## config.mk

```make
export PLATFORM = sky130hd
export DESIGN_NAME = vga_layer_compositor_flat
export DESIGN_NICKNAME = d
export VERILOG_FILES = /design/src/rtl/vga_pkg.sv /design/src/rtl/vga_layer_compositor_if.sv /design/src/rtl/layer_priority_enc.sv /design/src/rtl/vga_layer_compositor.sv /design/src/flat_wrapper.sv
export SDC_FILE = /design/constraint.sdc
export NUM_CORES = 1
export LEC_CHECK = 0
export CAP_MARGIN = 20
export CORE_UTILIZATION = 52
export DETAILED_ROUTE_END_ITERATION = 7
export GPL_TIMING_DRIVEN = 0
export PLACE_DENSITY = 0.84
export SLEW_MARGIN = 25
export SYNTH_ARGS = -nofsm -noshare
export SYNTH_HDL_FRONTEND = slang
export SYNTH_SLANG_ARGS = --single-unit
```

## constraint.sdc

```tcl
create_clock -name clk -period 11.31 [get_ports clk]
set_input_delay 2.8275 -clock clk [delete_from_list [all_inputs] [get_ports clk]]
set_output_delay 2.8275 -clock clk [all_outputs]
set_load 0.1 [all_outputs]
```

## src/rtl/vga_pkg.sv

```systemverilog
// rtl/vga_pkg.sv - shared colour types and constants for the VGA layer compositor
package vga_pkg;

    localparam int COLOR_W = 12;

    typedef logic [COLOR_W-1:0] color_t;

    localparam color_t TRANSPARENT = 12'hCBE;
    localparam color_t BLACK       = 12'h000;

endpackage

```

## src/rtl/vga_layer_compositor_if.sv

```systemverilog
// rtl/vga_layer_compositor_if.sv - pixel-generator to compositor bus; overlap_count exists only with VGA_COMPOSITOR_OVERLAP_EN
interface vga_layer_compositor_if #(
    parameter int NUM_LAYERS = 6
);
    import vga_pkg::*;

    localparam int HIT_W = $clog2(NUM_LAYERS + 1);

    logic                          vga_valid;
    logic                          frame_start;
    logic [NUM_LAYERS*COLOR_W-1:0] layer_pixels;
    logic [NUM_LAYERS-1:0]         layer_en;
    logic [NUM_LAYERS-1:0]         blink_mask;
    color_t                        bg_color;
    color_t                        pixel;
    logic                          pixel_valid;
    logic [HIT_W-1:0]              hit_layer;
`ifdef VGA_COMPOSITOR_OVERLAP_EN
    logic [15:0]                   overlap_count;

    modport master (
        output vga_valid, frame_start, layer_pixels, layer_en, blink_mask, bg_color,
        input  pixel, pixel_valid, hit_layer, overlap_count
    );
    modport slave (
        input  vga_valid, frame_start, layer_pixels, layer_en, blink_mask, bg_color,
        output pixel, pixel_valid, hit_layer, overlap_count
    );
`else
    modport master (
        output vga_valid, frame_start, layer_pixels, layer_en, blink_mask, bg_color,
        input  pixel, pixel_valid, hit_layer
    );
    modport slave (
        input  vga_valid, frame_start, layer_pixels, layer_en, blink_mask, bg_color,
        output pixel, pixel_valid, hit_layer
    );
`endif

endinterface

```

## src/rtl/layer_priority_enc.sv

```systemverilog
// rtl/layer_priority_enc.sv - combinational lowest-set-bit encoder returning {found, index}
module layer_priority_enc #(
    parameter int NUM_LAYERS = 6,
    parameter int IDX_W      = (NUM_LAYERS > 1) ? $clog2(NUM_LAYERS) : 1
) (
    input  logic [NUM_LAYERS-1:0] req_i,
    output logic                  found_o,
    output logic [IDX_W-1:0]      index_o
);

    // Scan downward so the lowest set bit is the last one written.
    always_comb begin
        found_o = 1'b0;
        index_o = '0;
        for (int i = NUM_LAYERS - 1; i >= 0; i--) begin
            if (req_i[i]) begin
                found_o = 1'b1;
                index_o = IDX_W'(i);
            end
        end
    end

endmodule

```

## src/rtl/vga_layer_compositor.sv

```systemverilog
// rtl/vga_layer_compositor.sv - 2-stage fixed-priority layer compositor; VGA_COMPOSITOR_OVERLAP_EN adds overlap_count
module vga_layer_compositor
    import vga_pkg::*;
#(
    parameter int NUM_LAYERS   = 6,
    parameter int BLINK_FRAMES = 16
) (
    input  logic                   clk,
    input  logic                   rst,
    vga_layer_compositor_if.slave  bus
);

    localparam int HIT_W = $clog2(NUM_LAYERS + 1);
    localparam int IDX_W = (NUM_LAYERS > 1) ? $clog2(NUM_LAYERS) : 1;
    localparam int CNT_W = $clog2(BLINK_FRAMES);

    typedef logic [CNT_W-1:0] cnt_t;

    localparam cnt_t CNT_LAST = cnt_t'(BLINK_FRAMES - 1);
    localparam cnt_t CNT_HALF = cnt_t'(BLINK_FRAMES / 2);
    localparam logic [HIT_W-1:0] HIT_BG = HIT_W'(NUM_LAYERS);

    logic [NUM_LAYERS-1:0] en_shadow_q, en_shadow_d;
    logic [NUM_LAYERS-1:0] blink_shadow_q, blink_shadow_d;
    cnt_t                  frame_cnt_q, frame_cnt_d;
    logic                  blink_off;

    color_t                layer_d [NUM_LAYERS];
    logic [NUM_LAYERS-1:0] opaque_d;

    color_t                layer_q [NUM_LAYERS];
    logic [NUM_LAYERS-1:0] opaque_q;
    logic                  valid1_q;
    color_t                bg1_q;

    logic                  win_found;
    logic [IDX_W-1:0]      win_idx;

    color_t                pixel_q, pixel_d;
    logic                  pixel_valid_q;
    logic [HIT_W-1:0]      hit_q, hit_d;

    // Shadow state updates on the frame_start edge, so the frame_start pixel still sees old values.
    always_comb begin
        en_shadow_d    = en_shadow_q;
        blink_shadow_d = blink_shadow_q;
        frame_cnt_d    = frame_cnt_q;
        if (bus.frame_start) begin
            en_shadow_d    = bus.layer_en;
            blink_shadow_d = bus.blink_mask;
            frame_cnt_d    = (frame_cnt_q == CNT_LAST) ? '0 : frame_cnt_q + cnt_t'(1);
        end
    end

    always_comb begin
        blink_off = (frame_cnt_q >= CNT_HALF);
        for (int i = 0; i < NUM_LAYERS; i++) begin
            layer_d[i]  = bus.layer_pixels[i*COLOR_W +: COLOR_W];
            opaque_d[i] = (layer_d[i] != TRANSPARENT) & en_shadow_q[i]
                        & ~(blink_shadow_q[i] & blink_off);
        end
    end

    always_ff @(posedge clk or posedge rst) begin
        if (rst) begin
            en_shadow_q    <= '1;
            blink_shadow_q <= '0;
            frame_cnt_q    <= '0;
            opaque_q       <= '0;
            valid1_q       <= 1'b0;
            bg1_q          <= BLACK;
            for (int i = 0; i < NUM_LAYERS; i++) begin
                layer_q[i] <= BLACK;
            end
        end else begin
            en_shadow_q    <= en_shadow_d;
            blink_shadow_q <= blink_shadow_d;
            frame_cnt_q    <= frame_cnt_d;
            opaque_q       <= opaque_d;
            valid1_q       <= bus.vga_valid;
            bg1_q          <= bus.bg_color;
            for (int i = 0; i < NUM_LAYERS; i++) begin
                layer_q[i] <= layer_d[i];
            end
        end
    end

    layer_priority_enc #(
        .NUM_LAYERS (NUM_LAYERS),
        .IDX_W      (IDX_W)
    ) u_prio (
        .req_i   (opaque_q),
        .found_o (win_found),
        .index_o (win_idx)
    );

    always_comb begin
        pixel_d = BLACK;
        hit_d   = HIT_BG;
        if (valid1_q) begin
            if (win_found) begin
                pixel_d = layer_q[win_idx];
                hit_d   = HIT_W'(win_idx);
            end else begin
                pixel_d = bg1_q;
            end
        end
    end

    always_ff @(posedge clk or posedge rst) begin
        if (rst) begin
            pixel_q       <= BLACK;
            pixel_valid_q <= 1'b0;
            hit_q         <= HIT_BG;
        end else begin
            pixel_q       <= pixel_d;
            pixel_valid_q <= valid1_q;
            hit_q         <= hit_d;
        end
    end

    assign bus.pixel       = pixel_q;
    assign bus.pixel_valid = pixel_valid_q;
    assign bus.hit_layer   = hit_q;

`ifdef VGA_COMPOSITOR_OVERLAP_EN
    logic [15:0] ovl_cnt_q, ovl_cnt_d;
    logic [15:0] ovl_out_q, ovl_out_d;
    logic        ovl_hit;

    // Contact means the two top layers (player, monster) are both drawn on a visible pixel.
    always_comb begin
        ovl_hit   = bus.vga_valid & opaque_d[0] & opaque_d[1];
        ovl_cnt_d = ovl_cnt_q;
        ovl_out_d = ovl_out_q;
        if (bus.frame_start) begin
            ovl_out_d = ovl_cnt_q;
            ovl_cnt_d = {15'd0, ovl_hit};
        end else if (ovl_hit && (ovl_cnt_q != 16'hFFFF)) begin
            ovl_cnt_d = ovl_cnt_q + 16'd1;
        end
    end

    always_ff @(posedge clk or posedge rst) begin
        if (rst) begin
            ovl_cnt_q <= '0;
            ovl_out_q <= '0;
        end else begin
            ovl_cnt_q <= ovl_cnt_d;
            ovl_out_q <= ovl_out_d;
        end
    end

    assign bus.overlap_count = ovl_out_q;
`endif

endmodule

```

## src/flat_wrapper.sv

```systemverilog
// flat-port wrapper written by rule: the top's interface ports become plain ports
module vga_layer_compositor_flat import vga_pkg::*;
#(
    parameter int NUM_LAYERS   = 6,
    parameter int BLINK_FRAMES = 16
)
  (clk, rst, bus_vga_valid, bus_frame_start, bus_layer_pixels, bus_layer_en, bus_blink_mask, bus_bg_color, bus_pixel, bus_pixel_valid, bus_hit_layer);
  vga_layer_compositor_if #(.NUM_LAYERS(NUM_LAYERS)) bus_i ();
  input  logic clk;
  input  logic rst;
  input wire logic [$bits(bus_i.vga_valid)-1:0] bus_vga_valid;
  input wire logic [$bits(bus_i.frame_start)-1:0] bus_frame_start;
  input wire logic [$bits(bus_i.layer_pixels)-1:0] bus_layer_pixels;
  input wire logic [$bits(bus_i.layer_en)-1:0] bus_layer_en;
  input wire logic [$bits(bus_i.blink_mask)-1:0] bus_blink_mask;
  input wire logic [$bits(bus_i.bg_color)-1:0] bus_bg_color;
  output wire logic [$bits(bus_i.pixel)-1:0] bus_pixel;
  output wire logic [$bits(bus_i.pixel_valid)-1:0] bus_pixel_valid;
  output wire logic [$bits(bus_i.hit_layer)-1:0] bus_hit_layer;
  assign bus_i.vga_valid = bus_vga_valid;
  assign bus_i.frame_start = bus_frame_start;
  assign bus_i.layer_pixels = bus_layer_pixels;
  assign bus_i.layer_en = bus_layer_en;
  assign bus_i.blink_mask = bus_blink_mask;
  assign bus_i.bg_color = bus_bg_color;
  assign bus_pixel = bus_i.pixel;
  assign bus_pixel_valid = bus_i.pixel_valid;
  assign bus_hit_layer = bus_i.hit_layer;
  vga_layer_compositor #(.NUM_LAYERS(NUM_LAYERS), .BLINK_FRAMES(BLINK_FRAMES)) u_core (.clk(clk), .rst(rst), .bus(bus_i));
endmodule
```

==> impl_metrics.ini <==
[sta]
fin_hold_ws_ns = 0.5008
fin_crit_sh_pct = 44.19
max_slew_margin_pct = 32.93
hold_viol_final = 0
fin_skew_ns = 0.01056
fmax_ghz = 0.2001
slew_viol_final = 0
tns_ns = 0
rsz0062_at_grt = false
setup_violations = 0
worst_pin_slew_ns = 1.003
fin_crit_ns = 4.998

[clocking]
htree_levels = 4
clock-sinks = 123
worstSkewPairLatency_ns = 0.52
cts_hold_buf = 0
numCtsBuffers = 17
cts_tree = done
path_clk_slew_ns = 0.05
post_cts_buffers = 0
cts_resized = 0
root_buffer = clkbuf_8
clock_tree.buffer_depth = 2

[yosys]
synth.cells.most_frequent = 115 x dfrtp_1, 36 x nor2_1, 35 x nand2_1
synth-seq-area-share_pct = 68.61
yosys_warnings = 0
synth.distinct_cells = 34
synth_edf_count = 0
synth_ff_type = dfrtp_1
synth-async-reset-ratio_pct = 100.0
yosysTopAreaCell = dfrtp_1
synth_most_common_cell = dfrtp_1
synth_seq_cells = 123
postSynthAreaPerCell_sq_um = 13.08
synth_area_leaders = dfrtp_1 64%, mux2_2 5.8%, dfstp_2 4.7%, nor2_1 3.0%, nand2_1 2.9%
syn_nets = 446
synth.top_cell.area_share_pct = 63.94
synthCells = 344
syn-cell-area_sq_um = 4501

[critical_path]
critPathMaxFanout = 1
crit_start = u_core.bus.hit_layer[2]
crit_path_cell_trace = clkdlybuf4s50_1
crit-reg2reg-launch = u_core.opaque_q[4]
crit_family = buffers and inverters
critPathMaxStageDelay_ns = 1.13
cp.required_ns = 8.48
cp.buffers_inverters = 1
path_class = register to output pin
crit_path_end_kind = output pin
cp-start-kind = register
cp_slowest_cell = clkdlybuf4s50_1
cp.arrival_ns = 2.17

[cells_and_area]
seqCellArea_sq_um = 3088
diodes = 0
fin_area_sq_um = 6375
fin_nets = 580
drive_gt1_share_pct = 14.29
multi_input_area_sq_um = 1314
fillerInstances = 481
area_growth_pct = 41.65

[pwr]
power_leakage_uw = 0.002670
power.density_nw_per_um2 = 212.2
finalPower_uw = 1353
vdd_drop_max_mv = 0.1406

[routing]
drcViolationCount = 0
antenna_left = 0
drtIter0Drc = 332
viasPerCell = 5.644
routed_wl_mm = 11.99
avgRoutedWirePerCell_um = 20.16
drtPass1Iterations = 5
vias = 3358

[place]
dp_hpwl_mm = 8.128
gp_congestion = 0.8089
numPortBuffers = 114
dpl_cell_area_sq_um = 5806

[floorplan]
start_util_pct = 54.23
die_w_um = 95.03
io_pins = 116
core.rowCount = 33
dieArea_sq_um = 9031
core_area_sq_um = 8299
fp.dieH_um = 95.03

[hold_path]
min_from = u_core.en_shadow_q[5]
hp-class = register to register

[flow_run]
cap_violations = 0

[global_route]
grt_first_pass_wirelength_mm = 18.75
overflow = 0
grt_pass1_vias = 3555
grt_max_degree = 85
antenna_found_initial = 0
grt_usage_pct = 29.62

[outcome]
status = completed
## cells in the final DEF, fill, tap and decap left out, types with 2 or more instances in the layout
cell type,instances
dfrtp_1,115
clkinv_2,5
o31ai_1,12
nand2_1,35
clkbuf_1,13
clkbuf_16,16
dfstp_2,8
buf_2,4
mux2_2,23
nand2b_1,2
bufinv_16,2
ha_1,2
nand3_1,13
nand4bb_1,6
o2111ai_1,11
clkdlybuf4s50_1,114
nor2_1,36
clkbuf_8,5
nand4b_1,12
o21ai_0,15
o311a_1,6
nor2b_1,12
inv_1,4
## cell type report
| cell class | instances | share of cell area (%) |
|---|---|---|
| flip-flops and latches | 123 | 48.44 |
| multi-input cells | 198 | 20.61 |
| repair buffers | 115 | 18.33 |
| clock buffers | 23 | 7.478 |
| well taps | 105 | 2.061 |
| clock inverters | 8 | 1.452 |
| plain buffers | 17 | 1.197 |
| inverters | 6 | 0.4318 |
## path summary, 6_finish.rpt
| check | slack (ns) | depth (start not counted) | to |
|---|---|---|---|
| setup / recovery | 6.31 | 1 | bus_hit_layer[2] |
| hold / removal | 0.50 | 1 | u_core.opaque_q[5] |
| setup reg to reg | 9.36 | 5 | u_core.bus.pixel[4] |
| hold reg to reg | 0.50 | 1 | u_core.opaque_q[5] |
| max in group asynchronous | 7.91 | 3 | u_core.bus.hit_layer[1] |
| min in group asynchronous | 2.68 | 2 | u_core.layer_q[67] |
## state kept, by name, summed over array words and instances, names as in the netlist, 3 cells and up
register / flops
u_core.bg1_q: 12
u_core.opaque_q: 6
u_core.layer_q: 72
u_core.bus.pixel: 12
u_core.blink_shadow_q: 6
u_core.frame_cnt_q: 4
u_core.en_shadow_q: 6
u_core.bus.hit_layer: 3
## kinds of logic (layout without fill, tap and decap cells)
kind of cell             after synthesis  after routing  synth area share [%]
buffers and inverters                 23            169                 2.196
XOR/XNOR                               1              1                0.1946
flip-flops                           123            123                 68.61
AND/OR/NAND/NOR                      121            121                 13.87
adder cells (fa/ha/maj)                2              2                0.5559
multiplexers                          24             24                 5.977
AO/OA/AOI/OAI                         50             50                 8.591
## layer usage
layer	global-route usage, %	routed length [um]
met1	36.72	4703
met2	49.94	6236
met3	5.582	659
met4	14.77	394
met5	0	0
## per-stage QoR
step | setup slack [ns] | utilization (%) | cells
after floorplan | 5.225 | - | 344
after global placement | 3.884 | 69.56 | 563
after detailed placement | 6.836 | 69.95 | 564
after CTS | 6.299 | 76.81 | 595
after global routing | 6.277 | 76.81 | 595
final | 6.312 | 76.81 | 595
## report_power, final
| group | internal, uW | leakage [uW] | switching, uW | total [uW] |
|---|---|---|---|---|
| clock network | 333 | 0.000283 | 181 | 514 |
| registers | 485 | 0.00145 | 24.8 | 510 |
| logic | 116 | 0.000941 | 212 | 328 |
| total | 935 | 0.00267 | 418 | 1350 |
Power figures use the tool's default switching activity.
==> edit: new RTL, config.mk and constraints unchanged <==
`NUM_LAYERS` is set to 6 in 4 places; all go to 8.
--- a/src/rtl/vga_layer_compositor_if.sv
+++ b/src/rtl/vga_layer_compositor_if.sv
@@ -1,6 +1,6 @@
 // rtl/vga_layer_compositor_if.sv - pixel-generator to compositor bus; overlap_count exists only with VGA_COMPOSITOR_OVERLAP_EN
 interface vga_layer_compositor_if #(
-    parameter int NUM_LAYERS = 6
+    parameter int NUM_LAYERS = 8
 );
     import vga_pkg::*;
 
--- a/src/rtl/layer_priority_enc.sv
+++ b/src/rtl/layer_priority_enc.sv
@@ -1,6 +1,6 @@
 // rtl/layer_priority_enc.sv - combinational lowest-set-bit encoder returning {found, index}
 module layer_priority_enc #(
-    parameter int NUM_LAYERS = 6,
+    parameter int NUM_LAYERS = 8,
     parameter int IDX_W      = (NUM_LAYERS > 1) ? $clog2(NUM_LAYERS) : 1
 ) (
     input  logic [NUM_LAYERS-1:0] req_i,
--- a/src/rtl/vga_layer_compositor.sv
+++ b/src/rtl/vga_layer_compositor.sv
@@ -2,7 +2,7 @@
 module vga_layer_compositor
     import vga_pkg::*;
 #(
-    parameter int NUM_LAYERS   = 6,
+    parameter int NUM_LAYERS   = 8,
     parameter int BLINK_FRAMES = 16
 ) (
     input  logic                   clk,
--- a/src/flat_wrapper.sv
+++ b/src/flat_wrapper.sv
@@ -1,7 +1,7 @@
 // flat-port wrapper written by rule: the top's interface ports become plain ports
 module vga_layer_compositor_flat import vga_pkg::*;
 #(
-    parameter int NUM_LAYERS   = 6,
+    parameter int NUM_LAYERS   = 8,
     parameter int BLINK_FRAMES = 16
 )
   (clk, rst, bus_vga_valid, bus_frame_start, bus_layer_pixels, bus_layer_en, bus_blink_mask, bus_bg_color, bus_pixel, bus_pixel_valid, bus_hit_layer);
Interface: changed (resized bus_blink_mask, bus_hit_layer, bus_layer_en and bus_layer_pixels); port bits go from 116 to 145. The function was not compared with the original's and may differ.
==> edit against the unedited design <==
- design area grew 21%
- clock power rose by 11%
- routed wire length increased by 22%
- via count rose by 16%
- area after synthesis up 21%
- setup slack gained 0.019 ns
- sequential cell count rose by 31
- power rose by 13%
- critical path type unchanged
- critical endpoint is now bus_hit_layer[3]
==> edit: results (changes against the unedited design) <==
I/O Buffers=144 (+26%); 1st-iter DRT viols=291 (-12%); Synth top cells by count=dfrtp_1 (145), mux2_2 (19), nor2_1 (19); P_sw=447 µW (+7.0%); routability cong.=0.828 (+2.3%); global-route wire length before repair=22.3 mm (+19%); Largest register FFs=96 (+33%); Finish-stage setup viols=0 (unchanged); Critical Path Sink=bus_hit_layer[3]; sequential element share of the synthesized area=70.9% (+2.3 points); Finished Layout Cells=674 (+13%); total track usage=27.9% (-1.7 points); Synth Flop Type=dfrtp_1; layout cells sized above 1=14.5% (+0.21 points); Hold Crit Endpoint=u_core.opaque_q[1]; clk_skew=0.00973 ns (-0.000831 ns); Worst Hold Slack=0.499 ns (-0.00187 ns); r2r startpoint=u_core.opaque_q[2]; TritonCTS Buffers=17 (unchanged); CP Launch Type=flip-flop; post-synth net total=491 (+10%); largest net degree at the start of global routing=79 (-7.1%); vias in the first global route=4,134 (+16%); DP Worst Slack=6.84 ns (+0.00680 ns); vias post-DR=3,879 (+16%); post-cts sizing count=0 (unchanged); FILL cells=620 (+29%); met2 wire length=7.82 mm (+25%); Leakage=0.00319 µW (+19%); Worst Setup SP=u_core.bus.hit_layer[3]; routed length on met3=840 µm (+27%); Root Driver=clkbuf_8; worst hold start=u_core.en_shadow_q[1]; nets=655 (+13%); Synth Area in Compound Gates=9.98% (+1.4 points); status=finished clean; XOR/XNOR share of the synthesized area=0.161% (-0.034 points); R2R Setup Slk=9.17 ns (-0.19 ns); Placed Cells=642 (+14%); ant diodes=0 (unchanged); Detailed Place HPWL=10.4 mm (+27%); main area contributors after synthesis=dfrtp_1 (67%), dfstp_2 (4.3%), mux2_2 (3.9%), mux2i_1 (3.3%), nand4b_1 (2.6%); mux contribution to synthesized area=8.06% (+2.1 points); Post-Route M1 WL=5.73 mm (+22%); library cells used by synthesis=39 (+15%); r2r endpoint=u_core.bus.pixel[11]; Max IR drop VDD=126 µV (-11%); final worst setup slack=6.33 ns (+0.0185 ns); WP data arrival=2.15 ns (-0.02 ns); Wirelength per Cell=21.8 µm (+7.9%); hold path depth=1 (unchanged); Max-slew headroom=32.1% (-0.83 points); Post-Synth Adder-Cell Area=0.459% (-0.097 points); buffer count from post-CTS setup fixing=0 (unchanged); cells after synthesis=361 (+4.9%)
[edit: cell types whose count changed in the layout (fill, tap and decap cells not counted), sizes merged, moves of 9 or more]
cell / delta
a221oi: +11
dfrtp: +30
mux2i: +17
nand2: -21
o22ai: +9
clkbuf: -9
clkdlybuf4s50: +30
nor2b: -11
o31ai: -12
o221ai: +9
nor2: -17
nand3: -10
o2111ai: -11
a21oi: +11
[edit: cell type report]
class	instances	area [µm²]	share of cell area, %
flip-flops and latches	154	3860	50.2
multi-input cells	189	1490	19.3
repair buffers	145	1470	19.1
clock buffers	20	425	5.53
clock inverters	12	174	2.26
well taps	136	170	2.21
plain buffers	13	78.8	1.02
inverters	5	28.8	0.374
[edit: per-layer routing]
layer / up-vias / track usage [%]
li1: 1672 / -
met3: 24 / 5.95
met4: 0 / 10.9
met1: 2012 / 33.4
met5: - / 0
met2: 171 / 49.1
[edit: power by group through the flow]
stage,registers (µW),logic (µW),clock network (µW)
2_1_floorplan,709,134,0
3_3_place_gp,637,313,0
3_5_place_dp,640,324,0
4_1_cts,633,331,571
5_1_grt,638,346,596
6_report,634,331,569
[edit: cells by family (layout without fill, tap and decap cells)]
family          count (synthesis)  in the layout
buf+inv                        18            195
compound gates                 74             74
simple gates                   72             72
xor+xnor                        1              1
mux                            40             40
flops                         154            154
fa+ha+maj                       2              2
[edit: stage by stage]
| stage | cell area (µm²) | util, % |
|---|---|---|
| after floorplan | 5450 | - |
| after global placement | 7060 | 69.0 |
| after detailed placement | 7100 | 69.4 |
| after CTS | 7700 | 75.2 |
| after global routing | 7700 | 75.2 |
| final | 7700 | 75.2 |
